**src/rtl/wave_capture_ctrl.sv**
```systemverilog
`timescale 1ns/1ps
`default_nettype none
// ============================================================================
// Module      : wave_capture_ctrl
// Description : Write sequencer for the waveform display sample memory.
//               Arms on a rising level crossing (or auto-triggers after a
//               timeout), decimates by the user level setting, writes one
//               complete frame, then holds before re-arming. A freeze switch
//               keeps the displayed frame from being overwritten.
// Revision    : 1.0 - initial release
// ============================================================================
module wave_capture_ctrl #(
  parameter int          NUM_POINTS  = 1280,
  parameter logic [11:0] TRIG_LEVEL  = 12'd2048,
  parameter int          ARM_TIMEOUT = 4096,
  parameter int          HOLD_TICKS  = 256
) (
  input  logic        CLOCK,
  input  logic        rst_n,
  input  logic        sample_tick,
  input  logic [11:0] mic_in,
  input  logic        freeze,
  input  logic        trig_en,
  input  logic [3:0]  level,
  output logic        wr_en,
  output logic [10:0] wr_addr,
  output logic [9:0]  wr_data,
  output logic        frame_done,
  output logic        busy,
  output logic [1:0]  state
);

  // Hold counter is wide enough to hold HOLD_TICKS itself, which marks
  // "terminal count reached, waiting for freeze to drop".
  localparam int HW = $clog2(HOLD_TICKS + 1);

  localparam logic [10:0]   LAST_ADDR = 11'(NUM_POINTS - 1);
  localparam logic [12:0]   TMO_LAST  = 13'(ARM_TIMEOUT - 1);
  localparam logic [HW-1:0] HOLD_LAST = HW'(HOLD_TICKS - 1);
  localparam logic [HW-1:0] HOLD_DONE = HW'(HOLD_TICKS);

  typedef enum logic [1:0] {
    S_IDLE    = 2'd0,
    S_ARM     = 2'd1,
    S_CAPTURE = 2'd2,
    S_HOLD    = 2'd3
  } state_t;

  state_t          cur;
  logic [11:0]     prev_sample;
  logic [10:0]     addr_cnt;
  logic [3:0]      dcnt;
  logic [3:0]      lvl_q;
  logic [12:0]     tmo;
  logic [HW-1:0]   hcnt;
  logic            done_pend;
  logic            crossing;
  logic            timed_out;

  // Rising crossing compares the previous tick's sample with the current one
  assign crossing  = (prev_sample < TRIG_LEVEL) && (mic_in >= TRIG_LEVEL);
  assign timed_out = (tmo == TMO_LAST);
  assign state     = cur;

  // Track the signal on every tick in every state so the crossing detector
  // is already primed when ARM is entered.
  always_ff @(posedge CLOCK or negedge rst_n) begin
    if (!rst_n) begin
      prev_sample <= '0;
    end else if (sample_tick) begin
      prev_sample <= mic_in;
    end
  end

  // Capture sequencer with registered memory-port and status outputs
  always_ff @(posedge CLOCK or negedge rst_n) begin
    if (!rst_n) begin
      cur        <= S_IDLE;
      wr_en      <= 1'b0;
      wr_addr    <= '0;
      wr_data    <= '0;
      frame_done <= 1'b0;
      done_pend  <= 1'b0;
      busy       <= 1'b0;
      addr_cnt   <= '0;
      dcnt       <= '0;
      lvl_q      <= '0;
      tmo        <= '0;
      hcnt       <= '0;
    end else begin
      wr_en      <= 1'b0;
      done_pend  <= 1'b0;
      // frame_done trails the final write strobe by one cycle
      frame_done <= done_pend;

      unique case (cur)
        S_IDLE: begin
          if (!freeze) begin
            cur <= S_ARM;
            tmo <= '0;
          end
        end

        S_ARM: begin
          if (!trig_en) begin
            // Free-run: preload dcnt so the first CAPTURE tick writes
            cur      <= S_CAPTURE;
            busy     <= 1'b1;
            lvl_q    <= level;
            dcnt     <= level;
            addr_cnt <= '0;
          end else if (sample_tick) begin
            if (crossing || timed_out) begin
              // Trigger sample (real or forced) is the first point of the frame
              cur      <= S_CAPTURE;
              busy     <= 1'b1;
              lvl_q    <= level;
              dcnt     <= '0;
              wr_en    <= 1'b1;
              wr_addr  <= '0;
              wr_data  <= mic_in[11:2];
              addr_cnt <= 11'd1;
            end else begin
              tmo <= tmo + 13'd1;
            end
          end
        end

        S_CAPTURE: begin
          if (sample_tick) begin
            if (dcnt == lvl_q) begin
              wr_en   <= 1'b1;
              wr_addr <= addr_cnt;
              wr_data <= mic_in[11:2];
              dcnt    <= '0;
              if (addr_cnt == LAST_ADDR) begin
                // Frame complete; freeze never cuts a frame short
                cur       <= S_HOLD;
                busy      <= 1'b0;
                addr_cnt  <= '0;
                hcnt      <= '0;
                done_pend <= 1'b1;
              end else begin
                addr_cnt <= addr_cnt + 11'd1;
              end
            end else begin
              dcnt <= dcnt + 4'd1;
            end
          end
        end

        S_HOLD: begin
          wr_addr <= '0;
          if (hcnt == HOLD_DONE) begin
            // Terminal count already reached; leave as soon as freeze drops
            if (!freeze) begin
              cur <= S_ARM;
              tmo <= '0;
            end
          end else if (sample_tick) begin
            if ((hcnt == HOLD_LAST) && !freeze) begin
              cur  <= S_ARM;
              tmo  <= '0;
              hcnt <= '0;
            end else begin
              hcnt <= hcnt + HW'(1);
            end
          end
        end

        default: cur <= S_IDLE;
      endcase
    end
  end

endmodule
`default_nettype wire

```
**config.mk**
```make
export PLATFORM = sky130hd
export DESIGN_NAME = wave_capture_ctrl
export DESIGN_NICKNAME = d
export VERILOG_FILES = /design/src/rtl/wave_capture_ctrl.sv
export SDC_FILE = /design/constraint.sdc
export NUM_CORES = 1
export LEC_CHECK = 0
export CORE_ASPECT_RATIO = 1.2
export CORE_UTILIZATION = 30
export CTS_BUF_LIST = sky130_fd_sc_hd__clkbuf_16
export CTS_CLUSTER_DIAMETER = 40
export CTS_CLUSTER_SIZE = 40
export DETAILED_ROUTE_END_ITERATION = 7
export SYNTH_ARGS = -nofsm -noshare
export SYNTH_HDL_FRONTEND = slang
export SYNTH_SLANG_ARGS = --single-unit
```
**constraint.sdc**
```tcl
create_clock -name CLOCK -period 5.3 [get_ports CLOCK]
set_clock_uncertainty 0.15 [all_clocks]
set_input_delay 1.06 -clock CLOCK [delete_from_list [all_inputs] [get_ports CLOCK]]
set_output_delay 1.06 -clock CLOCK [all_outputs]
set_load 0.1 [all_outputs]
```
# After elaboration in Yosys (flattened, before gate mapping)

Index checks and enable logic that the tools add are counted.

Add/sub/neg operators: 4
Magnitude comparators: 2
Eq/ne operators: 23
Muxes and demuxes: 71
Reduce and logical (&&, ||, !) cells: 18

Operator list:

| kind                                                       | count |
|---|---|
| two-way mux 11 bit                                         | 11 |
| two-way mux 13 bit                                         | 7 |
| two-way mux 9 bit                                          | 6 |
| two-way mux 10 bit                                         | 5 |
| case mux 13 bit (3 select lines)                           | 1 |
| case mux 11 bit (3 select lines)                           | 1 |
| two-way mux 4 bit                                          | 8 |
| AND reduction 6 bit                                        | 5 |
| case mux 11 bit (2 select lines)                           | 1 |
| two-way mux 2 bit                                          | 10 |
| != test 2 bit (second input constant)                      | 10 |
| case mux 10 bit (2 select lines)                           | 1 |
| case mux 9 bit (2 select lines)                            | 1 |
| two-way mux 1 bit                                          | 15 |
| adder 13 x 1 -> 13 bit (second input constant)             | 1 |
| == test 13 x 12 -> 1 bit (second input constant)           | 1 |
| greater-or-equal comparator 12 bit (second input constant) | 1 |
| < comparator 12 bit (second input constant)                | 1 |
| != test 3 bit (second input constant)                      | 4 |
| adder 11 x 1 -> 11 bit (second input constant)             | 1 |
| == test 11 bit (second input constant)                     | 1 |
| adder 9 x 1 -> 9 bit (second input constant)               | 1 |
| == test 9 x 8 -> 1 bit (second input constant)             | 1 |
| == test 9 bit (second input constant)                      | 1 |
| 18 further kinds                                           | 23 |

Register bits after elaboration: 80
Input port bits: 21
Output and inout port bits: 26
Word-level logic and storage cells: 131

# Depth between registers and ports, before layout

Gate-level depths: netlist (run 1).

Word-level depth: 7
Depth in mapped cells: 11
Mapped depth without buffers: 10

# Worst setup path after synthesis (run 1)

No wires, ideal clock.

Kind: register -> register
Start point: register cur[1], in the netlist state[1]
End point: register cur[0], in the netlist state[0]
Setup time: 121 ps
Data arrival time: 2548 ps
Required time: 5029 ps
Slack: 2481 ps
Cell stages (with the launch flop): 8
Path buffers: 0
Period minus slack after synthesis: 2819 ps
Cells stage by stage: dfrtp_1 inv_1 ha_1 and2_1 o21ai_0 nor2_1 or3b_2 o22a_1

Cells in the longest elaborated chain, start to end: 3
Elaborated cells between the ends (all ways): 13
Those cells by class: eq/ne: 10; mux: 1; reduce/logical: 2

RTL lines:

| element                                                  | line | RTL |
|---|---|---|
| start, declared                                          | 49   | `state_t cur;` |
| start signal, assigned                                   | 78   | `cur <= S_IDLE;` |
| start signal, assigned                                   | 99   | `cur <= S_ARM;` |
| start signal, assigned                                   | 107  | `cur <= S_CAPTURE;` |
| == test 2 bit or == test 2 x 1 -> 1 bit (tied branches)  | 96   | `unique case (cur)` |
| != test 3 bit (no line) or != test 2 bit (tied branches) | n/a  |  |
| AND reduction 7 bit (no line)                            | n/a  |  |

Several ways; a longest one is shown, not always the timed one.
A chain may end at the register's enable or synchronous reset.

# Worst setup path in the final report (run 1)

Start point: input port sample_tick
End point: register cur[0], in the netlist state[0]

Cells in the longest elaborated chain, start to end: 2
Elaborated cells between the ends (all ways): 4
Those cells by class: eq/ne: 3; reduce/logical: 1

RTL lines:

| element                                                  | line | RTL |
|---|---|---|
| start, declared                                          | 20   | `input logic sample_tick,` |
| != test 3 bit (no line) or != test 2 bit (tied branches) | n/a  |  |
| AND reduction 7 bit (no line) (*)                        | n/a  |  |

Every way passes the cells marked *; elsewhere a longest branch is shown, timed or not.

==> impl_metrics.py, run 1 <==
metrics = {
    "status": {
        "outcome": "completed",
    },
    "grt": {
        "grt_pass1_wl_um": 14000,
        "grt.total_usage_pct": 14.3,
        "antenna_found_initial": 0,
        "gr-total-overflow": 0,
        "grt_pass1_vias": 2918,
        "grt_max_degree": 36,
    },
    "yosys": {
        "ys_seq_area_share_pct": 46.8,
        "ys_warn_count": 0,
        "async_reset_ff_share_pct": 100,
        "ys_seq_elements": 69,
        "netlist_area_mm2": 0.00369,
        "synth_top_flop_cell": "dfrtp_1",
        "netlist_instances": 354,
        "syn_area_per_cell_um2": 10.4,
        "syn_nets": 385,
        "synth_cell_types": 68,
        "synth_edf_count": 0,
    },
    "critical_path": {
        "r2r.worst_path.cells": 6,
        "path_class": "primary input to register",
        "r2r-start": "state[0]",
        "regToRegSetupSlack_ns": 2.21,
        "cp.arrival_ns": 3.57,
        "r2r-end": "hcnt[0]",
        "startpoint": "sample_tick",
        "endpoint_kind": "register",
        "worstSetupStartpointType": "primary input",
        "required_ns": 5.37,
        "worst-path-max-fanout": 19,
    },
    "power_and_ir_drop": {
        "power.switching_uw": 813,
        "p_seq_share_pct": 33.8,
        "switching_share_pct": 41.1,
        "peakVddDrop_mv": 0.356,
        "powerDensity_mw_per_mm2": 434,
        "power_frac_clock_pct": 29.0,
        "p_int_uw": 1160,
        "pwr-share-comb_pct": 37.2,
        "leakage_uw": 0.00195,
        "p_total_uw": 1980,
    },
    "floorplanning": {
        "core_area_mm2": 0.0121,
        "io_pins": 47,
        "design.die.area_mm2": 0.0127,
        "start_util_pct": 30.6,
        "die_h_um": 123,
        "die_x_um": 103,
        "rows": 44,
    },
    "cells_and_area": {
        "final_cell_mix": "dfrtp_1, clkdlybuf4s50_1, nand2_1",
        "fin_util_pct": 37.8,
        "area_delta_synth_final_pct": 23.4,
        "fillers": 1182,
        "drive_above_1_share_pct": 14.1,
        "fin_nets": 429,
        "final_common_cell": "dfrtp_1",
        "antenna_cells": 0,
    },
    "placement": {
        "pre_cts_ws_ns": 1.49,
        "gp_congestion": 0.821,
        "hpwl_um": 5840,
        "io_buffers": 44,
    },
    "sta": {
        "max_freq_mhz": 286,
        "fin_setup_tns_ns": 0,
        "finalSetupViolations": 0,
        "rsz0062_at_grt": "no",
        "fin_crit_ns": 3.50,
        "min_period_over_period_pct": 66.0,
        "finalHoldViolCount": 0,
        "maxSlewHeadroom_pct": 33.4,
        "drv_slew": 0,
        "fin_hold_ws_ns": 0.205,
        "tightest_slew_ns": 0.996,
        "post-route-worst-setup-slack_ns": 1.80,
    },
    "cts": {
        "numCtsBuffers": 9,
        "htreeDepth": 3,
        "cts_resized": 0,
        "cts.hold.buffers_added": 0,
        "tritoncts": "built",
        "postCtsSetupBuffers": 0,
        "clock_latency_ns": 0.33,
        "clockBufferDepth": 2,
        "clk_pin_slew_ns": 0.05,
        "clockRootBuffer": "clkbuf_16",
        "clkSinkCount": 69,
    },
    "worst_hold_path": {
        "worstHoldStart": "done_pend",
        "holdPathEnd": "frame_done",
        "holdCritPathClass": "register to register",
        "hold_depth": 0,
    },
    "drt": {
        "dr.pass1.iters": 4,
        "route.detailed.drc": 0,
        "drt-wirelength-per-cell_um": 14.7,
        "wl_um": 8290,
        "initialDrtViolationCount": 169,
        "ant_nets": 0,
        "via_per_inst": 5.29,
        "num_vias": 2982,
    },
    "run": {
        "max_cap_violations": 0,
    },
}
[per-layer routing]
metal  global-route usage (%)  routed length (um)  vias to the layer above
met5                        0                   0                        -
met4                     7.13                 162                        0
met3                     4.07                 432                       11
met2                     22.5                3940                       76
met1                     17.8                3760                     1469
li1                         -                   -                     1426
[how the worst max path moves through the flow]
stage,to,cells past startpoint
2_1_floorplan,state[0],7
3_3_place_gp,state[0],6
3_5_place_dp,state[0],6
4_1_cts,state[0],6
5_1_grt,state[0],6
6_report,state[0],6
[cells in the mapped netlist (2+ instances only)]
master | count | area, um^2
a22o_1 | 10 | 87.6
buf_6 | 2 | 22.5
nand2b_1 | 9 | 56.3
a22o_2 | 3 | 30.0
ha_1 | 10 | 125
or3_1 | 3 | 18.8
or2_2 | 3 | 18.8
inv_1 | 17 | 63.8
a41oi_1 | 5 | 43.8
nor3_1 | 3 | 15.0
a21o_2 | 4 | 35.0
and2_1 | 2 | 12.5
o21ai_0 | 21 | 105
xor2_1 | 5 | 43.8
nand2_1 | 26 | 97.6
a21oi_1 | 11 | 55.1
nor2b_1 | 2 | 12.5
a22oi_1 | 3 | 22.5
buf_2 | 2 | 10.0
nand3_1 | 22 | 110
nor4_1 | 3 | 18.8
nor2_1 | 14 | 52.6
o21ai_1 | 2 | 10.0
mux2_2 | 17 | 191
o41ai_1 | 9 | 78.8
nand4_1 | 2 | 12.5
o31ai_1 | 8 | 60.1
clkbuf_1 | 6 | 22.5
o22ai_1 | 5 | 31.3
and3_1 | 6 | 37.5
o21bai_1 | 2 | 15.0
or4_1 | 2 | 15.0
dfrtp_1 | 69 | 1730
a31oi_1 | 12 | 75.1
[power groups by stage]
stage / combinational, uW / clock, uW / sequential (uW)
after floorplan: 186 / 0 / 1050
after global placement: 730 / 0 / 675
after detailed placement: 736 / 0 / 677
after CTS: 738 / 582 / 672
after global routing: 774 / 606 / 683
final: 735 / 574 / 669
[sequential cells by signal (all words and copies together) (netlist names)]
register	cells
dcnt	4
wr_addr	11
addr_cnt	11
tmo	13
frame_done	1
hcnt	9
lvl_q	4
wr_en	1
prev_sample	1
busy	1
wr_data	10
done_pend	1
state	2
[area by class of cell]
cell class / instances / area, um^2 / area share [%]
Clock buffer: 9 / 225 / 4.95
Clock inverter: 7 / 58.8 / 1.29
Inverter: 18 / 67.6 / 1.48
Multi-Input combinational cell: 254 / 1820 / 40.0
Sequential cell: 69 / 1730 / 37.9
Tap cell: 161 / 201 / 4.42
Timing Repair Buffer: 46 / 450 / 9.89
[critical path, stage by stage]
cell,delay (ns)
clkdlybuf4s50_1,0.91
inv_1,0.18
o21ai_0,0.42
nor2_1,0.28
or3b_2,0.54
o22a_1,0.18
[logic make-up after synthesis]
family | synth area share [%]
XOR/XNOR | 1.19
adder cells (fa/ha/maj) | 3.39
buffers and inverters | 3.76
AO/OA/AOI/OAI | 21.7
multiplexers | 5.46
flip-flops | 46.8
AND/OR/NAND/NOR | 17.7
[metrics by stage]
step	cell area (um^2)	cells
6_report	4550	564
5_1_grt	4550	564
4_1_cts	4550	564
2_1_floorplan	3690	354
3_5_place_dp	4270	548
3_3_place_gp	4270	548
No activity file was read; power rests on OpenSTA's default activity.
==> run 2: changes to the inputs <==
clock period = 3.1 ns   (was 5.3 ns; I/O delays follow)
==> run 2 against run 1 <==
  * Non-clock buffer count grew 13
  * Critical path depth grew 3
  * Highest routed layer unchanged
  * Utilization grew 0.83 points
  * Sequential power grew 70%
  * Global-route usage grew 0.37 points
==> impl_metrics.py, run 2 (synthesized netlist as in run 1, its figures left out) <==
metrics = {
    "placement": {
        "hpwl_um": 5970,
        "io_buffers": 44,
        "placed_cells": 561,
        "placed_area_mm2": 0.00431,
        "gp_congestion": 0.840,
        "pre_cts_ws_ns": 0.246,
    },
    "grt": {
        "grt.total_usage_pct": 14.6,
        "antenna_found_initial": 0,
        "grt_pass1_wl_um": 14500,
        "grt_pass1_vias": 3040,
        "gr-total-overflow": 0,
        "grt_max_degree": 36,
    },
    "drt": {
        "ant_nets": 0,
        "initialDrtViolationCount": 141,
        "dr.pass1.iters": 4,
        "drt-wirelength-per-cell_um": 14.5,
        "wl_um": 8380,
        "route.detailed.drc": 0,
        "via_per_inst": 5.19,
        "num_vias": 2997,
    },
    "sta": {
        "rsz0062_at_grt": "no",
        "tightest_slew_ns": 0.607,
        "finalHoldViolCount": 0,
        "min_period_over_period_pct": 85.5,
        "post-route-worst-setup-slack_ns": 0.449,
        "max_freq_mhz": 377,
        "fin_setup_tns_ns": 0,
        "fin_crit_ns": 2.65,
        "finalSetupViolations": 0,
        "drv_slew": 0,
        "maxSlewHeadroom_pct": 59.4,
    },
    "cells_and_area": {
        "final_cell_mix": "dfrtp_1, buf_4, nand2_1",
        "antenna_cells": 0,
        "largestRegisters": "tmo x13, addr_cnt x11, wr_addr x11",
        "top_register": "tmo",
        "final_common_cell": "dfrtp_1",
        "area_delta_synth_final_pct": 26.2,
        "largest_reg_flops": 13,
        "finalInstanceArea_mm2": 0.00465,
        "final_cells": 577,
        "fin_nets": 442,
        "drive_above_1_share_pct": 23.6,
    },
    "power_and_ir_drop": {
        "peakVddDrop_mv": 0.701,
        "power.switching_uw": 1410,
        "switching_share_pct": 39.7,
        "p_int_uw": 2140,
        "power_frac_clock_pct": 33.0,
        "leakage_uw": 0.00207,
        "p_seq_share_pct": 32.2,
        "pwr-share-comb_pct": 34.8,
        "p_total_uw": 3550,
        "powerDensity_mw_per_mm2": 763,
    },
    "worst_hold_path": {
        "holdCritPathClass": "primary input to async pin",
    },
    "floorplanning": {
        "rows": 44,
        "core_area_mm2": 0.0121,
        "start_util_pct": 30.6,
        "design.die.area_mm2": 0.0127,
        "die_h_um": 123,
        "io_pins": 47,
        "die_x_um": 103,
    },
    "critical_path": {
        "worstSetupStartpointType": "register",
        "worst-path-max-fanout": 13,
        "path_class": "register to register",
        "required_ns": 3.14,
        "regToRegSetupSlack_ns": 0.45,
        "r2r-start": "hcnt[1]",
        "r2r.worst_path.cells": 9,
        "r2r-end": "tmo[6]",
        "cp.arrival_ns": 2.69,
        "endpoint_kind": "register",
    },
    "cts": {
        "tritoncts": "built",
        "clk_pin_slew_ns": 0.06,
        "clockBufferDepth": 2,
        "clock_latency_ns": 0.33,
        "clockRootBuffer": "clkbuf_16",
        "cts_resized": 0,
        "postCtsSetupBuffers": 0,
        "htreeDepth": 3,
        "numCtsBuffers": 9,
        "cts.hold.buffers_added": 0,
        "clkSinkCount": 69,
    },
    "status": {
        "outcome": "completed",
    },
    "run": {
        "max_cap_violations": 0,
    },
}
==> run 2: cell type report <==
type / count / area, um^2
sequential: 69 / 1730
multi-input combinational: 254 / 1820
clock inverter: 7 / 114
clock buffer: 9 / 225
timing repair buffer: 59 / 495
inverter: 18 / 67.6
fill: 1179 / 7400
tap: 161 / 201
==> run 2: worst max path at each step <==
stage	from	depth (start not counted)	end	slack, ns
finish	hcnt[1]	9	tmo[6]	0.45
global route	hcnt[1]	9	tmo[6]	0.19
CTS	hcnt[1]	9	tmo[3]	0.40
detailed placement	sample_tick	6	wr_addr[2]	0.25
global placement	sample_tick	6	wr_addr[2]	0.27
floorplan	state[1]	7	state[0]	0.28
==> run 2: routing by layer <==
layer	up-vias	track usage, %	part of all wire (%)
met1	1475	18.3	46
li1	1447	-	-
met5	-	0	0
met4	0	5.19	1.0
met2	67	24.3	49
met3	8	3.73	3.5
==> run 2: critical path: stages (launching register included) <==
cell and delay, ns:
dfrtp_1 0.38, ha_1 0.19, nand3_1 0.12, or2_2 0.34, nor2_1 0.12, ha_1 0.15
nand2b_1 0.08, o221ai_2 0.26, and4_1 0.56, a31oi_1 0.16
==> run 2: stage by stage <==
step / util [%] / hold WS, ns
6_report: 38.6 / 0.0287
3_5_place_dp: 35.8 / 0.185
3_3_place_gp: 35.8 / 0.186
5_1_grt: 38.6 / 0.0457
2_1_floorplan: - / 0.174
4_1_cts: 38.6 / 0.0324
==> run 2: power by group through the flow <==
| stage | clock network [uW] | registers, uW | logic, uW |
|---|---|---|---|
| after floorplan | 0 | 1790 | 319 |
| after global placement | 0 | 1160 | 1230 |
| after detailed placement | 0 | 1160 | 1240 |
| after CTS | 1190 | 1150 | 1240 |
| after global routing | 1230 | 1170 | 1300 |
| final | 1170 | 1140 | 1240 |
